**src/rtl/gesture_consensus_filter.sv**
```systemverilog
// Temporal majority-vote filter for classifier results. It keeps a sliding window
// of confident votes and emits one debounced event per majority, then holds off.
module gesture_consensus_filter #(
    parameter int unsigned HISTORY_LEN     = 8,
    parameter int unsigned MIN_VOTES       = 5,
    parameter int unsigned MIN_CONF        = 16,
    parameter int unsigned HOLDOFF_RESULTS = 3,
    parameter int unsigned TIMEOUT_CYCLES  = 6_000_000,
    localparam int unsigned VOTE_BITS      = $clog2(HISTORY_LEN + 1)
) (
    input  logic                   clk,
    input  logic                   rst_n,
    input  logic [1:0]             in_class,
    input  logic                   in_valid,
    input  logic [7:0]             in_confidence,
    output logic [1:0]             out_class,
    output logic                   out_valid,
    output logic [VOTE_BITS-1:0]   out_votes,
    output logic [7:0]             out_confidence,
    output logic                   out_idle,
    output logic [1:0]             debug_state,
    output logic [4*VOTE_BITS-1:0] debug_counts
);

    localparam int unsigned SIL_W  = $clog2(TIMEOUT_CYCLES + 1);
    localparam int unsigned HOLD_W = $clog2(HOLDOFF_RESULTS + 2);

    typedef enum logic [1:0] {
        ARMED   = 2'd0,
        EVAL    = 2'd1,
        HOLDOFF = 2'd2
    } state_t;

    // Asynchronous assert, clock-synchronised release.
    logic [1:0] rst_sync;
    logic       rst_int_n;

    always_ff @(posedge clk or negedge rst_n) begin
        if (!rst_n) rst_sync <= 2'b00;
        else        rst_sync <= {rst_sync[0], 1'b1};
    end
    assign rst_int_n = rst_sync[1];

    state_t                              state, state_n;
    logic                                v_q;
    logic [1:0]                          cls_q;
    logic [7:0]                          conf_q;
    logic [HISTORY_LEN-1:0]              win_occ, win_occ_n;
    logic [HISTORY_LEN-1:0][1:0]         win_cls, win_cls_n;
    logic [3:0][VOTE_BITS-1:0]           cnt, cnt_n;
    logic [7:0]                          trig_conf, trig_conf_n;
    logic [HOLD_W-1:0]                   hold_cnt, hold_cnt_n;
    logic [SIL_W-1:0]                    silence, silence_n;
    logic                                idle_n;
    logic [1:0]                          out_class_n;
    logic                                out_valid_n;
    logic [VOTE_BITS-1:0]                out_votes_n;
    logic [7:0]                          out_conf_n;
    logic [1:0]                          best_cls;
    logic [VOTE_BITS-1:0]                best_cnt;
    logic                                timeout_fire, emit, flush, push, new_occ;

    // Next-state, window/counter update and output computation.
    always_comb begin
        state_n      = state;
        win_occ_n    = win_occ;
        win_cls_n    = win_cls;
        cnt_n        = cnt;
        trig_conf_n  = trig_conf;
        hold_cnt_n   = hold_cnt;
        silence_n    = silence;
        idle_n       = out_idle;
        out_class_n  = out_class;
        out_valid_n  = 1'b0;
        out_votes_n  = out_votes;
        out_conf_n   = out_confidence;
        timeout_fire = 1'b0;
        best_cls     = 2'd0;
        best_cnt     = cnt[0];
        new_occ      = conf_q >= 8'(MIN_CONF);

        if (in_valid) begin
            silence_n = '0;
            idle_n    = 1'b0;
        end else if (silence != SIL_W'(TIMEOUT_CYCLES)) begin
            silence_n = silence + SIL_W'(1);
            if (silence_n == SIL_W'(TIMEOUT_CYCLES)) begin
                timeout_fire = 1'b1;
                idle_n       = 1'b1;
            end
        end

        // Strict compare keeps the lowest class on ties.
        for (int c = 1; c < 4; c++) begin
            if (cnt[c] > best_cnt) begin
                best_cnt = cnt[c];
                best_cls = 2'(c);
            end
        end

        emit  = (state == EVAL) && (best_cnt >= VOTE_BITS'(MIN_VOTES));
        flush = emit || timeout_fire;
        push  = v_q && (state != HOLDOFF) && !flush;

        unique case (state)
            ARMED: begin
                if (push) state_n = EVAL;
            end
            EVAL: begin
                if (emit) begin
                    out_class_n = best_cls;
                    out_valid_n = 1'b1;
                    out_votes_n = best_cnt;
                    out_conf_n  = trig_conf;
                    hold_cnt_n  = HOLD_W'(HOLDOFF_RESULTS);
                    state_n     = (HOLDOFF_RESULTS == 0) ? ARMED : HOLDOFF;
                end else begin
                    state_n = push ? EVAL : ARMED;
                end
            end
            HOLDOFF: begin
                if (v_q) begin
                    hold_cnt_n = hold_cnt - HOLD_W'(1);
                    if (hold_cnt <= HOLD_W'(1)) state_n = ARMED;
                end
            end
            default: state_n = ARMED;
        endcase

        if (timeout_fire) begin
            state_n    = ARMED;
            hold_cnt_n = '0;
        end

        if (flush) begin
            win_occ_n = '0;
            cnt_n     = '0;
        end else if (push) begin
            win_occ_n   = {win_occ[HISTORY_LEN-2:0], new_occ};
            win_cls_n   = {win_cls[HISTORY_LEN-2:0], cls_q};
            trig_conf_n = conf_q;
            for (int c = 0; c < 4; c++) begin
                if (new_occ && cls_q == 2'(c))
                    cnt_n[c] = cnt_n[c] + VOTE_BITS'(1);
                if (win_occ[HISTORY_LEN-1] && win_cls[HISTORY_LEN-1] == 2'(c))
                    cnt_n[c] = cnt_n[c] - VOTE_BITS'(1);
            end
        end
    end

    always_ff @(posedge clk or negedge rst_int_n) begin
        if (!rst_int_n) begin
            state          <= ARMED;
            v_q            <= 1'b0;
            cls_q          <= 2'd0;
            conf_q         <= 8'd0;
            win_occ        <= '0;
            win_cls        <= '0;
            cnt            <= '0;
            trig_conf      <= 8'd0;
            hold_cnt       <= '0;
            silence        <= '0;
            out_idle       <= 1'b1;
            out_class      <= 2'd0;
            out_valid      <= 1'b0;
            out_votes      <= '0;
            out_confidence <= 8'd0;
        end else begin
            state          <= state_n;
            v_q            <= in_valid;
            cls_q          <= in_class;
            conf_q         <= in_confidence;
            win_occ        <= win_occ_n;
            win_cls        <= win_cls_n;
            cnt            <= cnt_n;
            trig_conf      <= trig_conf_n;
            hold_cnt       <= hold_cnt_n;
            silence        <= silence_n;
            out_idle       <= idle_n;
            out_class      <= out_class_n;
            out_valid      <= out_valid_n;
            out_votes      <= out_votes_n;
            out_confidence <= out_conf_n;
        end
    end

    assign debug_state  = state;
    assign debug_counts = cnt;

    // Vote counters must stay within 0..HISTORY_LEN.
    always_ff @(posedge clk) begin
        if (rst_int_n) begin
            for (int c = 0; c < 4; c++)
                assert (cnt[c] <= VOTE_BITS'(HISTORY_LEN));
            if (push && win_occ[HISTORY_LEN-1])
                assert (cnt[win_cls[HISTORY_LEN-1]] != '0);
        end
    end

endmodule

```
**config.mk**
```make
export PLATFORM = sky130hd
export DESIGN_NAME = gesture_consensus_filter
export DESIGN_NICKNAME = d
export VERILOG_FILES = /design/src/rtl/gesture_consensus_filter.sv
export SDC_FILE = /design/constraint.sdc
export NUM_CORES = 1
export LEC_CHECK = 0
export ABC_AREA = 1
export BUFFER_PORTS_ARGS = -buffer_cell sky130_fd_sc_hd__buf_2
export CORE_UTILIZATION = 31
export CTS_CLUSTER_DIAMETER = 80
export DETAILED_ROUTE_END_ITERATION = 16
export SYNTH_ARGS = -nofsm -noshare
export SYNTH_HDL_FRONTEND = slang
export SYNTH_SLANG_ARGS = --single-unit
```
**constraint.sdc**
```tcl
create_clock -name clk -period 3.5 [get_ports clk]
set_input_delay 0.35 -clock clk [delete_from_list [all_inputs] [get_ports clk]]
set_output_delay 0.35 -clock clk [all_outputs]
set_load 0.005 [all_outputs]
```
# Word level (Yosys, flattened, before mapping)
# Index checks and enable logic that the tools add are counted.
[word_totals]
reg_bits = 105
latch_bits = 0
ramBits = 0
mem_bits_ro = 0
inputBits = 13
output_inout_bits = 34
n_memories = 0
[classes]
add_sub_neg = 10
n_mul = 0
n_div = 0
magnitude_cmp = 6
n_eq_ne = 15
shifts = 0
n_mux = 47
bitwise_logic = 1
reduce_logical = 25
[op_table]
columns = ["op", "count"]
rows = [
  ["two-way mux 4 bit", 19],
  ["two-way mux 23 bit", 2],
  ["two-way mux 16 bit", 2],
  ["adder 23 x 1 -> 23 bit, second input constant", 1],
  ["equality test 23 bit, second input constant", 1],
  ["inequality test 23 bit, second input constant", 1],
  ["adder 4 x 1 -> 4 bit, second input constant", 4],
  ["two-way mux 8 bit", 2],
  ["subtractor 4 x 1 -> 4 bit, second input constant", 4],
  ["two-way mux 2 bit", 7],
  ["> comparator 4 bit", 3],
  ["inequality test 3 bit, second input constant", 4],
  ["logical AND 1 bit", 11],
  ["equality test 2 bit, second input constant", 5],
  ["two-way mux 1 bit", 10],
  ["two-way mux 3 bit", 3],
  [">= comparator 8 x 5 -> 1 bit, second input constant", 1],
  ["equality test 2 x 1 -> 1 bit, second input constant", 3],
  ["zero test 2 bit", 3],
  ["one-hot mux 2 bit (3 select lines)", 1],
  ["one-hot mux 3 bit (2 select lines)", 1],
  ["AND reduction 2 bit", 3],
  ["AND reduction 3 bit", 2],
  ["nonzero test 2 bit", 3],
  ["other kinds (8)", 8],
]

# Logic depth before layout (Yosys ltp)
# Gate-level depths: netlist of the first run.
[depth]
ltp_word = 17
depth_mapped = 35

# Worst setup path before layout of the first run
# Ideal clock, no wire load.
[synth_timing]
path_kind = "reg2reg"
startpoint = "register cnt, in the netlist debug_counts[1]"
endpoint = "register cnt, in the netlist debug_counts[5]"
setup_time_ns = 0.065
t_arrival_ns = 3.801
t_required_ns = 3.435
setup_slack_ns = -0.366
stages_incl_launch_ff = 30
n_path_buf = 1
cell_sequence = "dfrtp_1 inv_1 ha_1 nand2_1 nand2_1 nand2_1 nand2_1 nand2_2 o21ai_0 ha_1 nand2_1 inv_1 nand2_1 inv_2 nand2_1 nand2_1 nand2_2 nand2_1 and2_1 ha_1 nand2_1 o21ai_0 nand2_1 or2_2 nand3_1 nand3_1 nor2_2 buf_4 nand2_1 nand2_1"
[synth_via]
elab_chain_len = 12
elab_cells_between_ends = 13
[synth_lines]
columns = ["item", "line_no", "rtl"]
rows = [
  ["start: declaration", "50", "logic [3:0][VOTE_BITS-1:0] cnt, cnt_n;"],
  ["start signal: assignment", "175", "cnt <= cnt_n;"],
  ["> comparator 4 bit", "95", "if (cnt[c] > best_cnt) begin"],
  ["two-way mux 4 bit *", "95", ""],
  ["> comparator 4 bit", "95", ""],
  ["two-way mux 4 bit *", "95", ""],
  ["> comparator 4 bit", "95", ""],
  ["two-way mux 4 bit *", "95", ""],
  [">= comparator 4 x 3 -> 1 bit *", "101", "emit = (state == EVAL) && (best_cnt >= VOTE_BITS'(MIN_VOTES));"],
  ["logical AND 1 bit *", "101", ""],
  ["logical OR 1 bit *", "102", "flush = emit || timeout_fire;"],
  ["zero test 1 bit", "103", "push = v_q && (state != HOLDOFF) && !flush;"],
  ["logical AND 1 bit", "103", ""],
  ["nonzero test 2 bit (no source line)", "n/a", ""],
]
# Every way passes the cells marked *; elsewhere a longest branch is shown, timed or not.
# A chain may end at the register's enable or synchronous reset.

# Worst setup path in the final report of the first run
[layout_timing]
startpoint = "register cnt, in the netlist debug_counts[5]"
endpoint = "register win_cls[0] (netlist name)"
[layout_via]
elab_chain_len = 12
elab_cells_between_ends = 13
[layout_lines]
columns = ["item", "line_no", "rtl"]
rows = [
  ["> comparator 4 bit", "95", ""],
  ["two-way mux 4 bit *", "95", ""],
  ["> comparator 4 bit", "95", ""],
  ["two-way mux 4 bit *", "95", ""],
  ["> comparator 4 bit", "95", ""],
  ["two-way mux 4 bit *", "95", ""],
  [">= comparator 4 x 3 -> 1 bit *", "101", ""],
  ["logical AND 1 bit *", "101", ""],
  ["logical OR 1 bit *", "102", ""],
  ["zero test 1 bit", "103", ""],
  ["logical AND 1 bit", "103", ""],
  ["AND reduction 2 bit (no source line) *", "n/a", ""],
  ["end signal: assignment", "174", "win_cls <= win_cls_n;"],
  ["end: declaration", "49", "logic [HISTORY_LEN-1:0][1:0] win_cls, win_cls_n;"],
]
# Marks and branches as above.

==> PnR_summary.wiki, run 1 <==
{| class="wikitable"
! Metric !! Value
|-
| CTS tree || built
|-
| Distinct cells, synth || 36
|-
| Final min period || 3.77 ns
|-
| Width of the die || 137 um
|-
| Number of placed cells counting well taps || 1022
|-
| Startpoint of the worst-slack reg-to-reg timing path || debug_counts[5]$_DFFE_PN0P_
|-
| Mean cell area of the mapped netlist || 7.93 um2
|-
| Post-CTS clock slew at the launch and capture registers of the worst setup and hold paths || 0.07 ns
|-
| H-Tree Depth || 3
|-
| Number of setup violations in the final report || 68
|-
| Maximum number of pins on one net before global-route repair || 70
|-
| Area of combinational cells with multiple inputs || 0.00290 mm2
|-
| Critical Path AT || 3.99 ns
|-
| Post-route DRC violation count || 0
|-
| Average via count per standard cell || 4.61
|-
| Synthesis Warnings || 0
|-
| Endpoint type of the worst setup path || register
|-
| Iteration count of the initial detailed-routing pass || 4
|-
| CP Launch Type || register
|-
| Cells taking the most area after synthesis || dfrtp_1 (46%), nand2_1 (17%), inv_1 (5.4%)
|-
| Final setup TNS || -13.79 ns
|-
| Register bit count reported by yosys || 105
|-
| Antenna violations before repair || 0
|-
| Run status || complete, but fails checks
|-
| Final Slew Violations || 0
|-
| Die area || 0.0189 mm2
|-
| Root Driver || clkbuf_16
|-
| I/O Pins || 47
|-
| Quantity of I/O buffers inserted on ports || 46
|-
| Transition time at the pin with the least slew margin || 0.901 ns
|-
| Critical path data required time || 3.73 ns
|-
| Clock sink count || 105
|-
| Max-slew headroom || 0.399
|-
| Die Height || 137 um
|-
| Antenna-violating nets left || 0
|-
| Net count of the mapped netlist || 752
|-
| Depth of the most critical reg-to-reg path || 24
|-
| Std cell rows || 49
|-
| Number of max-cap violations || 0
|-
| Area delta synth->final || 30.1%
|-
| Final WS setup || -0.268 ns
|-
| Number of standard cells in the layout, taps in and fillers out || 1063
|-
| Highest clock rate || 265 MHz
|-
| Worst Hold Path Cells || 1
|-
| Count of fill cells added during filler insertion || 1810
|-
| Part of the Yosys area used for sequential elements || 0.462
|-
| Detailed placer's ending HPWL || 9420 um
|-
| Number of global-route vias before repair || 4636
|-
| Setup repair after global routing missed its margin || true
|-
| Final net count || 864
|-
| Worst-skew pair later-pin latency || 0.35 ns
|-
| R2r endpoint || win_cls[0]$_DFFE_PN0P_
|-
| Start-to-end type of the worst setup path || register to register
|-
| GRT Total Usage || 0.153
|-
| Initial core utilization || 0.316
|-
| WL per Instance || 12.8 um
|-
| Path type of the worst min-delay path || input pin to register
|-
| Largest fanout of any net on the critical path || 31
|-
| Hold path startpoint || in_confidence[0]
|-
| Post-Syn Area || 0.00568 mm2
|-
| Share of layout cells above drive strength 1 || 0.257
|-
| Register Area || 0.00263 mm2
|-
| Drt total wl || 13600 um
|-
| Dominant cell type by area after synthesis || dfrtp_1
|-
| Slack of the worst reg-to-reg path || -0.27 ns
|-
| Largest buffer count on any clock path || 2
|-
| # diodes || 0
|-
| RePlAce Congestion || 0.853
|-
| Global-route wire length before repair || 22300 um
|-
| Synth top area share || 0.458
|-
| Inserted Clock Buffers || 9
|-
| Fin Clk Skew || 0.00637 ns
|-
| Final Hold Viols || 0
|-
| Iteration-0 DRC Markers || 306
|-
| Aggregate global routing overflow || 0
|-
| Worst Hold End || conf_q[0]$_DFF_PN0_
|-
| Overall via count from detail_route || 4898
|-
| Violations in the final reports || negative setup slack
|-
| Core area || 0.0180 mm2
|-
| Period utilization || 1.08
|-
| Synthesized instance count || 717
|}
-- logic make-up (layout without fill, tap and decap cells) --
logic type / count (synthesis) / in the layout / share of synthesized area
buf+inv: 102 / 218 / 0.0773
fa+ha+maj: 22 / 22 / 0.0484
simple gates: 411 / 412 / 0.316
xor+xnor: 37 / 37 / 0.0583
compound gates: 39 / 39 / 0.0370
other cells: 1 / 1 / 0.000660
flops: 105 / 105 / 0.462
-- per-layer routing --
metal / up-vias / part of all wire / GRT usage
li1: 2488 / - / -
met1: 2306 / 0.47 / 0.193
met2: 83 / 0.48 / 0.254
met3: 21 / 0.035 / 0.0364
met4: 0 / 0.018 / 0.0519
met5: - / 0 / 0
-- state kept, by name (all words and copies together), names as in the netlist, 4 cells and up --
signal / count
conf_q: 8
win_cls: 16
out_votes: 4
debug_counts: 16
silence: 23
win_occ: 8
trig_conf: 8
out_confidence: 8
-- layout make-up --
type	instances	area share
Multi-Input combinational cell	511	0.393
Clock buffer	9	0.0305
Inverter	87	0.0459
Clock inverter	7	0.0127
Sequential cell	105	0.356
Timing Repair Buffer	115	0.124
Tap cell	229	0.0388
-- placed cells by master, fill, tap and decap left out, drive strengths merged, types with 4 or more instances in the layout --
cell type and n:
inv 87, o21a 4, o21ai 19, a21oi 13
ha 22, nor2 52, nor3 22, clkbuf 11
dfrtp 104, nand4 21, xnor2 7, nand2 255
nand3 44, xor2 30, or2 6, buf 112
nor4 7
-- worst max-delay path by stage --
stage	endpoint	slack [ns]	start	cells after the start
finish	win_cls[0]$_DFFE_PN0P_	-0.27	debug_counts[5]$_DFFE_PN0P_	24
global route	debug_counts[8]$_DFFE_PN0P_	-0.50	debug_counts[3]$_DFFE_PN0P_	35
CTS	hold_cnt[1]$_DFFE_PN0P_	-0.22	debug_counts[5]$_DFFE_PN0P_	32
detailed placement	win_occ[2]$_DFFE_PN0P_	-0.53	debug_counts[3]$_DFFE_PN0P_	31
global placement	win_occ[0]$_DFFE_PN0P_	-0.39	debug_counts[3]$_DFFE_PN0P_	31
floorplan	hold_cnt[2]$_DFFE_PN0P_	-0.19	debug_counts[7]$_DFFE_PN0P_	31
-- metrics by stage --
stage                     cell area (um2)  hold slack, ns  worst slack (ns)  utilization
after global placement               6530           0.135            -0.385        0.363
after detailed placement             6530           0.136            -0.527        0.363
after floorplan                      5770          0.0544            -0.186            -
after global routing                 7390          0.0833            -0.501        0.412
after CTS                            7280          0.0854            -0.224        0.405
final                                7390          0.0982            -0.268        0.412
-- worst max-delay path, stage by stage (launching register included) --
cell and delay (ns):
dfrtp_1 0.41, ha_4 0.28, nand2_1 0.05, nand2_1 0.06, nand2_2 0.05, nand2_2 0.08
nand2_4 0.08, nand2_2 0.07, o21ai_2 0.05, ha_1 0.30, a21oi_1 0.24, nand2_4 0.11
nand2_4 0.12, nand2_2 0.07, and2_4 0.14, ha_4 0.27, a21oi_2 0.05, o21ai_2 0.15
nand2_2 0.11, or2_4 0.25, nand3_4 0.13, nand4_4 0.17, buf_12 0.22, nand2_1 0.07
o21ai_0 0.09
-- timing repair --
action | in CTS | in global routing
resized for setup | 55 | 15
hold buffers | 1 | 0
pin swaps | 20 | 8
setup buffers | 17 | 2
gates cloned | 3 | 2
endpoints found under the hold margin | 2 | 0
setup endpoints to repair | 68 | 68
-- cell usage after synthesis (all sizes together) --
cell type,instances
o31ai,1
dfrtp,104
a31oi,2
buf,13
xnor2,7
nand3,44
nand3b,2
conb,1
nand2,255
a21oi,13
nor2,51
nand4,21
xor2,30
clkbuf,2
and3,1
inv,87
or2,6
nor4,7
o21a,4
ha,22
nor3,22
and2,2
o21ai,19
dfstp,1
Power of run 1 is not shown: default switching activity piles up to over one toggle a cycle in this logic, so the estimate is an artifact.
==> inputs of run 2 (changes only) <==
Settings changed: CTS_CLUSTER_DIAMETER 80 to 50, PLACE_DENSITY set to 0.5, SKIP_CTS_REPAIR_TIMING set to 1.
==> run 2 against run 1 <==
  * Core utilization up 0.38 points
  * Die area unchanged
  * Critical path depth is 8 higher
  * The flow still finishes with violations (negative setup slack)
  * Final cell count down 0.38%
==> PnR_summary.wiki, run 2 (same netlist as run 1, synthesis figures left out) <==
{| class="wikitable"
! Metric !! Value
|-
| Max FFs per register || 23
|-
| Share of layout cells above drive strength 1 || 0.281
|-
| Overall via count from detail_route || 4807
|-
| Start-to-end type of the worst setup path || register to register
|-
| Post-route DRC violation count || 0
|-
| Slowest cell on the critical path || dfrtp_1
|-
| Number of setup violations in the final report || 68
|-
| Global-route wire length before repair || 21600 um
|-
| Iteration-0 DRC Markers || 229
|-
| CP Launch Type || register
|-
| WL per Instance || 13.1 um
|-
| Final WS setup || -0.369 ns
|-
| Most frequent standard cell in the layout excluding fill and tap cells || nand2_1
|-
| Quantity of I/O buffers inserted on ports || 46
|-
| Area delta synth->final || 31.3%
|-
| Largest fanout of any net on the critical path || 6
|-
| Iteration count of the initial detailed-routing pass || 4
|-
| Clock sink count || 105
|-
| Final Slew Violations || 0
|-
| Run status || complete, but fails checks
|-
| Violations in the final reports || negative setup slack
|-
| Worst Hold Path Cells || 1
|-
| Sum of routed wire segments on met1 || 6560 um
|-
| Aggregate global routing overflow || 0
|-
| Largest Register || silence
|-
| Detailed placer's ending HPWL || 9680 um
|-
| Highest metal layer used by the detailed router || met4
|-
| GRT Total Usage || 0.147
|-
| CTS tree || built
|-
| Depth of the most critical reg-to-reg path || 32
|-
| Final net count || 860
|-
| Post-route cell area || 0.00746 mm2
|-
| Initial core utilization || 0.316
|-
| Inserted Clock Buffers || 9
|-
| # diodes || 0
|-
| Drt total wl || 13900 um
|-
| Critical path data required time || 3.79 ns
|-
| Critical Path AT || 4.16 ns
|-
| Endpoint type of the worst setup path || register
|-
| Final min period || 3.87 ns
|-
| DR WL met3 || 446 um
|-
| Root Driver || clkbuf_16
|-
| Maximum number of pins on one net before global-route repair || 80
|-
| Die area || 0.0189 mm2
|-
| Number of global-route vias before repair || 4463
|-
| Fin Clk Skew || 0.00796 ns
|-
| Wire length on met2 || 6670 um
|-
| Highest clock rate || 258 MHz
|-
| Post-CTS clock slew at the launch and capture registers of the worst setup and hold paths || 0.07 ns
|-
| Most Frequent Cell on Critical Path || nand2_2
|-
| Final setup TNS || -18.76 ns
|-
| Average via count per standard cell || 4.54
|-
| Antenna violations before repair || 0
|-
| Setup repair after global routing missed its margin || true
|-
| I/O Pins || 47
|-
| Commonest cells after routing, fill and taps aside || nand2_1 (203), dfrtp_1 (103), inv_1 (79)
|-
| Largest buffer count on any clock path || 2
|-
| Width of the die || 137 um
|-
| RePlAce Congestion || 0.837
|-
| Path type of the worst min-delay path || input pin to register
|-
| Worst-skew pair later-pin latency || 0.35 ns
|-
| Max-slew headroom || 0.319
|-
| Transition time at the pin with the least slew margin || 1.02 ns
|-
| Final Hold Viols || 0
|-
| Number of max-cap violations || 0
|-
| Crit-path max cell delay || 0.43 ns
|-
| Antenna-violating nets left || 0
|-
| Util after Layout || 0.415
|-
| Core area || 0.0180 mm2
|-
| Std cell rows || 49
|-
| Hold WS || 0.104 ns
|-
| Die Height || 137 um
|-
| Period utilization || 1.11
|-
| H-Tree Depth || 3
|-
| Placement Cell Area || 0.00659 mm2
|}
==> run 2: layout make-up <==
class	count	area, um2
inverter	87	332
multi-input combinational	510	3030
tap	229	287
sequential	105	2630
clock inverter	4	27.5
clock buffer	12	256
timing repair buffer	112	900
fill	1819	10500
==> run 2: worst paths after layout <==
| check | end | from | slack (ns) |
|---|---|---|---|
| worst max-delay path | debug_counts[0]$_DFFE_PN0P_ | debug_counts[5]$_DFFE_PN0P_ | -0.37 |
| worst min-delay path | conf_q[4]$_DFF_PN0_ | in_confidence[4] | 0.10 |
| worst max register to register | debug_counts[0]$_DFFE_PN0P_ | debug_counts[5]$_DFFE_PN0P_ | -0.37 |
| worst min register to register | rst_sync[1]$_DFF_PN0_ | rst_sync[0]$_DFF_PN0_ | 0.36 |
| max in group asynchronous | win_cls[3]$_DFFE_PN0P_ | rst_sync[1]$_DFF_PN0_ | 2.20 |
| min in group asynchronous | rst_sync[1]$_DFF_PN0_ | rst_n | 0.32 |
==> run 2: routing by layer <==
| metal | up-vias | track usage |
|---|---|---|
| li1 | 2479 | - |
| met1 | 2246 | 0.196 |
| met2 | 67 | 0.236 |
| met3 | 15 | 0.0357 |
| met4 | 0 | 0.0421 |
| met5 | - | 0 |
==> run 2: critical path, delay by kind of cell (launching register included) <==
kind            cells  cell delay [ns]
fa+ha+maj           3             0.85
compound gates      2             0.20
simple gates       23             1.86
flops               1             0.43
buf+inv             4             0.46
==> run 2: per-stage QoR <==
stage / std cells / worst slack (ns)
after detailed placement: 1029 / -0.418
after floorplan: 717 / -0.186
after global routing: 1059 / -0.547
after CTS: 1045 / -0.431
after global placement: 1029 / -0.346
final: 1059 / -0.369
Power of run 2 is left out for the same reason.
==> inputs of run 3 (changes only) <==
--- a/config.mk
+++ b/config.mk
@@ -8,8 +8,8 @@
 export ABC_AREA = 1
 export BUFFER_PORTS_ARGS = -buffer_cell sky130_fd_sc_hd__buf_2
-export CORE_UTILIZATION = 31
+export CORE_UTILIZATION = 35
 export CTS_CLUSTER_DIAMETER = 50
 export DETAILED_ROUTE_END_ITERATION = 16
-export PLACE_DENSITY = 0.5
+export PLACE_DENSITY = 0.54
 export SKIP_CTS_REPAIR_TIMING = 1
 export SYNTH_ARGS = -nofsm -noshare
==> constraint.sdc (replaced) <==
create_clock -name clk -period 3.5 [get_ports clk]
set_input_delay 0 -clock clk [delete_from_list [all_inputs] [get_ports clk]]
set_output_delay 0 -clock clk [all_outputs]
set_load 0.005 [all_outputs]
==> run 3 against run 2 <==
  * Critical endpoint is now win_cls[9]$_DFFE_PN0P_
  * Worst setup slack worse by 0.012 ns
  * Largest cell class unchanged
  * Critical path depth shrank 3
  * Core utilization rose by 6.3 points
  * Maximum frequency down 0.31%
  * Count of clock-buffer cells in the layout shrank 2
  * Non-clock buffer count grew 4
  * Wire length grew 4.8%
  * Die area is 11% lower
  * Flip-flop and latch count is the same
  * Worst hold slack improved by 0.17 ns
  * The flow still finishes with violations (negative setup slack)
  * First-iteration DRC count decreased by 2.2%
==> PnR_summary.wiki, run 3 (same netlist as run 1, synthesis figures left out) <==
{| class="wikitable"
! Metric !! Value
|-
| Run status || complete, but fails checks
|-
| Violations in the final reports || negative setup slack
|-
| Slowest cell on the critical path || dfrtp_1
|-
| Endpoint type of the worst setup path || register
|-
| Max-slew headroom || 0.467
|-
| Transition time at the pin with the least slew margin || 0.799 ns
|-
| Largest Register || silence
|-
| Fin Clk Skew || 0.0107 ns
|-
| Area delta synth->final || 33.6%
|-
| Number of max-cap violations || 0
|-
| Aggregate global routing overflow || 0
|-
| Met3 track demand over resource in global routing || 0.0400
|-
| Register Area || 0.00263 mm2
|-
| Final net count || 865
|-
| Layer with the highest usage after global routing || met2
|-
| GRT Total Usage || 0.168
|-
| Period utilization || 1.11
|-
| Path type of the worst min-delay path || input pin to register
|-
| Iteration-0 DRC Markers || 224
|-
| Drt total wl || 14500 um
|-
| Final Slew Violations || 0
|-
| Largest buffer count on any clock path || 2
|-
| WL per Instance || 13.8 um
|-
| Detailed placer's ending HPWL || 9900 um
|-
| RePlAce Congestion || 0.903
|-
| Max FFs per register || 23
|-
| Start-to-end type of the worst setup path || register to register
|-
| Average via count per standard cell || 4.73
|-
| Overall via count from detail_route || 4969
|-
| Crit-path max cell delay || 0.42 ns
|-
| Count of fill cells added during filler insertion || 1546
|-
| Width of the die || 129 um
|-
| Number of setup violations in the final report || 68
|-
| Critical Path AT || 4.17 ns
|-
| Clock sink count || 105
|-
| Quantity of I/O buffers inserted on ports || 46
|-
| Critical path data required time || 3.79 ns
|-
| Final Hold Viols || 0
|-
| Post-CTS clock slew at the launch and capture registers of the worst setup and hold paths || 0.08 ns
|-
| Area of combinational cells with multiple inputs || 0.00312 mm2
|-
| Hold WS || 0.275 ns
|-
| Antenna violations before repair || 0
|-
| H-Tree Depth || 3
|-
| I/O Pins || 47
|-
| Final WS setup || -0.381 ns
|-
| Antenna-violating nets left || 0
|-
| Core area || 0.0159 mm2
|-
| Inserted Clock Buffers || 9
|-
| Largest fanout of any net on the critical path || 8
|-
| CP Launch Type || register
|-
| Met2 Use GR || 0.293
|-
| Iteration count of the initial detailed-routing pass || 4
|-
| Root Driver || clkbuf_16
|-
| Setup repair after global routing missed its margin || true
|-
| Die area || 0.0168 mm2
|-
| Most Frequent Cell on Critical Path || nand2_2
|-
| Global Route met1 Usage || 0.207
|-
| Most frequent standard cell in the layout excluding fill and tap cells || nand2_1
|-
| Maximum number of pins on one net before global-route repair || 61
|-
| Share of layout cells above drive strength 1 || 0.289
|-
| Highest clock rate || 258 MHz
|-
| Initial core utilization || 0.358
|-
| Worst-skew pair later-pin latency || 0.36 ns
|-
| Post-route DRC violation count || 0
|-
| Final min period || 3.88 ns
|-
| # diodes || 0
|-
| Global-route wire length before repair || 22000 um
|-
| Number of global-route vias before repair || 4737
|-
| CTS tree || built
|-
| Die Height || 129 um
|-
| Commonest cells after routing, fill and taps aside || nand2_1 (191), dfrtp_1 (103), inv_1 (79)
|-
| Std cell rows || 46
|}
[run 3: changes by cell type in the layout (fill, tap and decap cells not counted), moves of 3 or more]
| cell | previous run | this run |
|---|---|---|
| nor2_4 | 6 | 9 |
| nand2_2 | 37 | 46 |
| nand2_1 | 203 | 191 |
| dlygate4sd3_1 | 1 | 13 |
| o21ai_0 | 10 | 13 |
| buf_4 | 49 | 40 |
| nor2_1 | 43 | 40 |
[run 3: worst max-delay path, delay by kind of cell, from the launching register on]
| family | cells | cell delay [ns] |
|---|---|---|
| DFF | 1 | 0.42 |
| and+or+nand+nor | 18 | 1.63 |
| buffers and inverters | 6 | 0.62 |
| adders and majority gates | 3 | 0.79 |
| AOI/OAI and AO/OA | 2 | 0.35 |
[run 3: final cells by class]
class / count / share of cell area
clock buffers: 10 / 0.0302
clock inverters: 6 / 0.00808
inverters: 87 / 0.0437
multi-input cells: 511 / 0.411
flip-flops and latches: 105 / 0.347
well taps: 216 / 0.0356
repair buffers: 116 / 0.125
[run 3: final timing paths]
kind / slack, ns / cells past startpoint / startpoint / endpoint
min in group asynchronous: 0.40 / 0 / rst_sync[1]$_DFF_PN0_ / trig_conf[5]$_DFFE_PN0P_
hold / removal: 0.28 / 2 / in_confidence[4] / conf_q[4]$_DFF_PN0_
hold reg to reg: 0.36 / 0 / rst_sync[0]$_DFF_PN0_ / rst_sync[1]$_DFF_PN0_
max in group asynchronous: 2.26 / 1 / rst_sync[1]$_DFF_PN0_ / debug_counts[8]$_DFFE_PN0P_
setup / recovery: -0.38 / 29 / debug_counts[7]$_DFFE_PN0P_ / win_cls[9]$_DFFE_PN0P_
setup reg to reg: -0.38 / 29 / debug_counts[7]$_DFFE_PN0P_ / win_cls[9]$_DFFE_PN0P_
[run 3: routing by layer]
layer  share of wire  wire length, um  up-vias
met5               0                0        -
met4           0.015              223        0
met3           0.031              454       18
met2            0.49             7180       73
met1            0.46             6660     2382
li1                -                -     2496
[run 3: stage by stage]
step / instances / setup slack, ns / setup TNS [ns] / util / area (um2)
2_1_floorplan: 717 / -0.186 / -8.81 / - / 5770
3_3_place_gp: 1005 / -0.477 / -24.30 / 0.407 / 6470
3_5_place_dp: 1005 / -0.614 / -31.10 / 0.407 / 6470
4_1_cts: 1021 / -0.658 / -33.71 / 0.426 / 6760
5_1_grt: 1051 / -0.578 / -34.81 / 0.478 / 7590
6_report: 1051 / -0.381 / -21.92 / 0.478 / 7590
Power of run 3 is left out for the same reason.
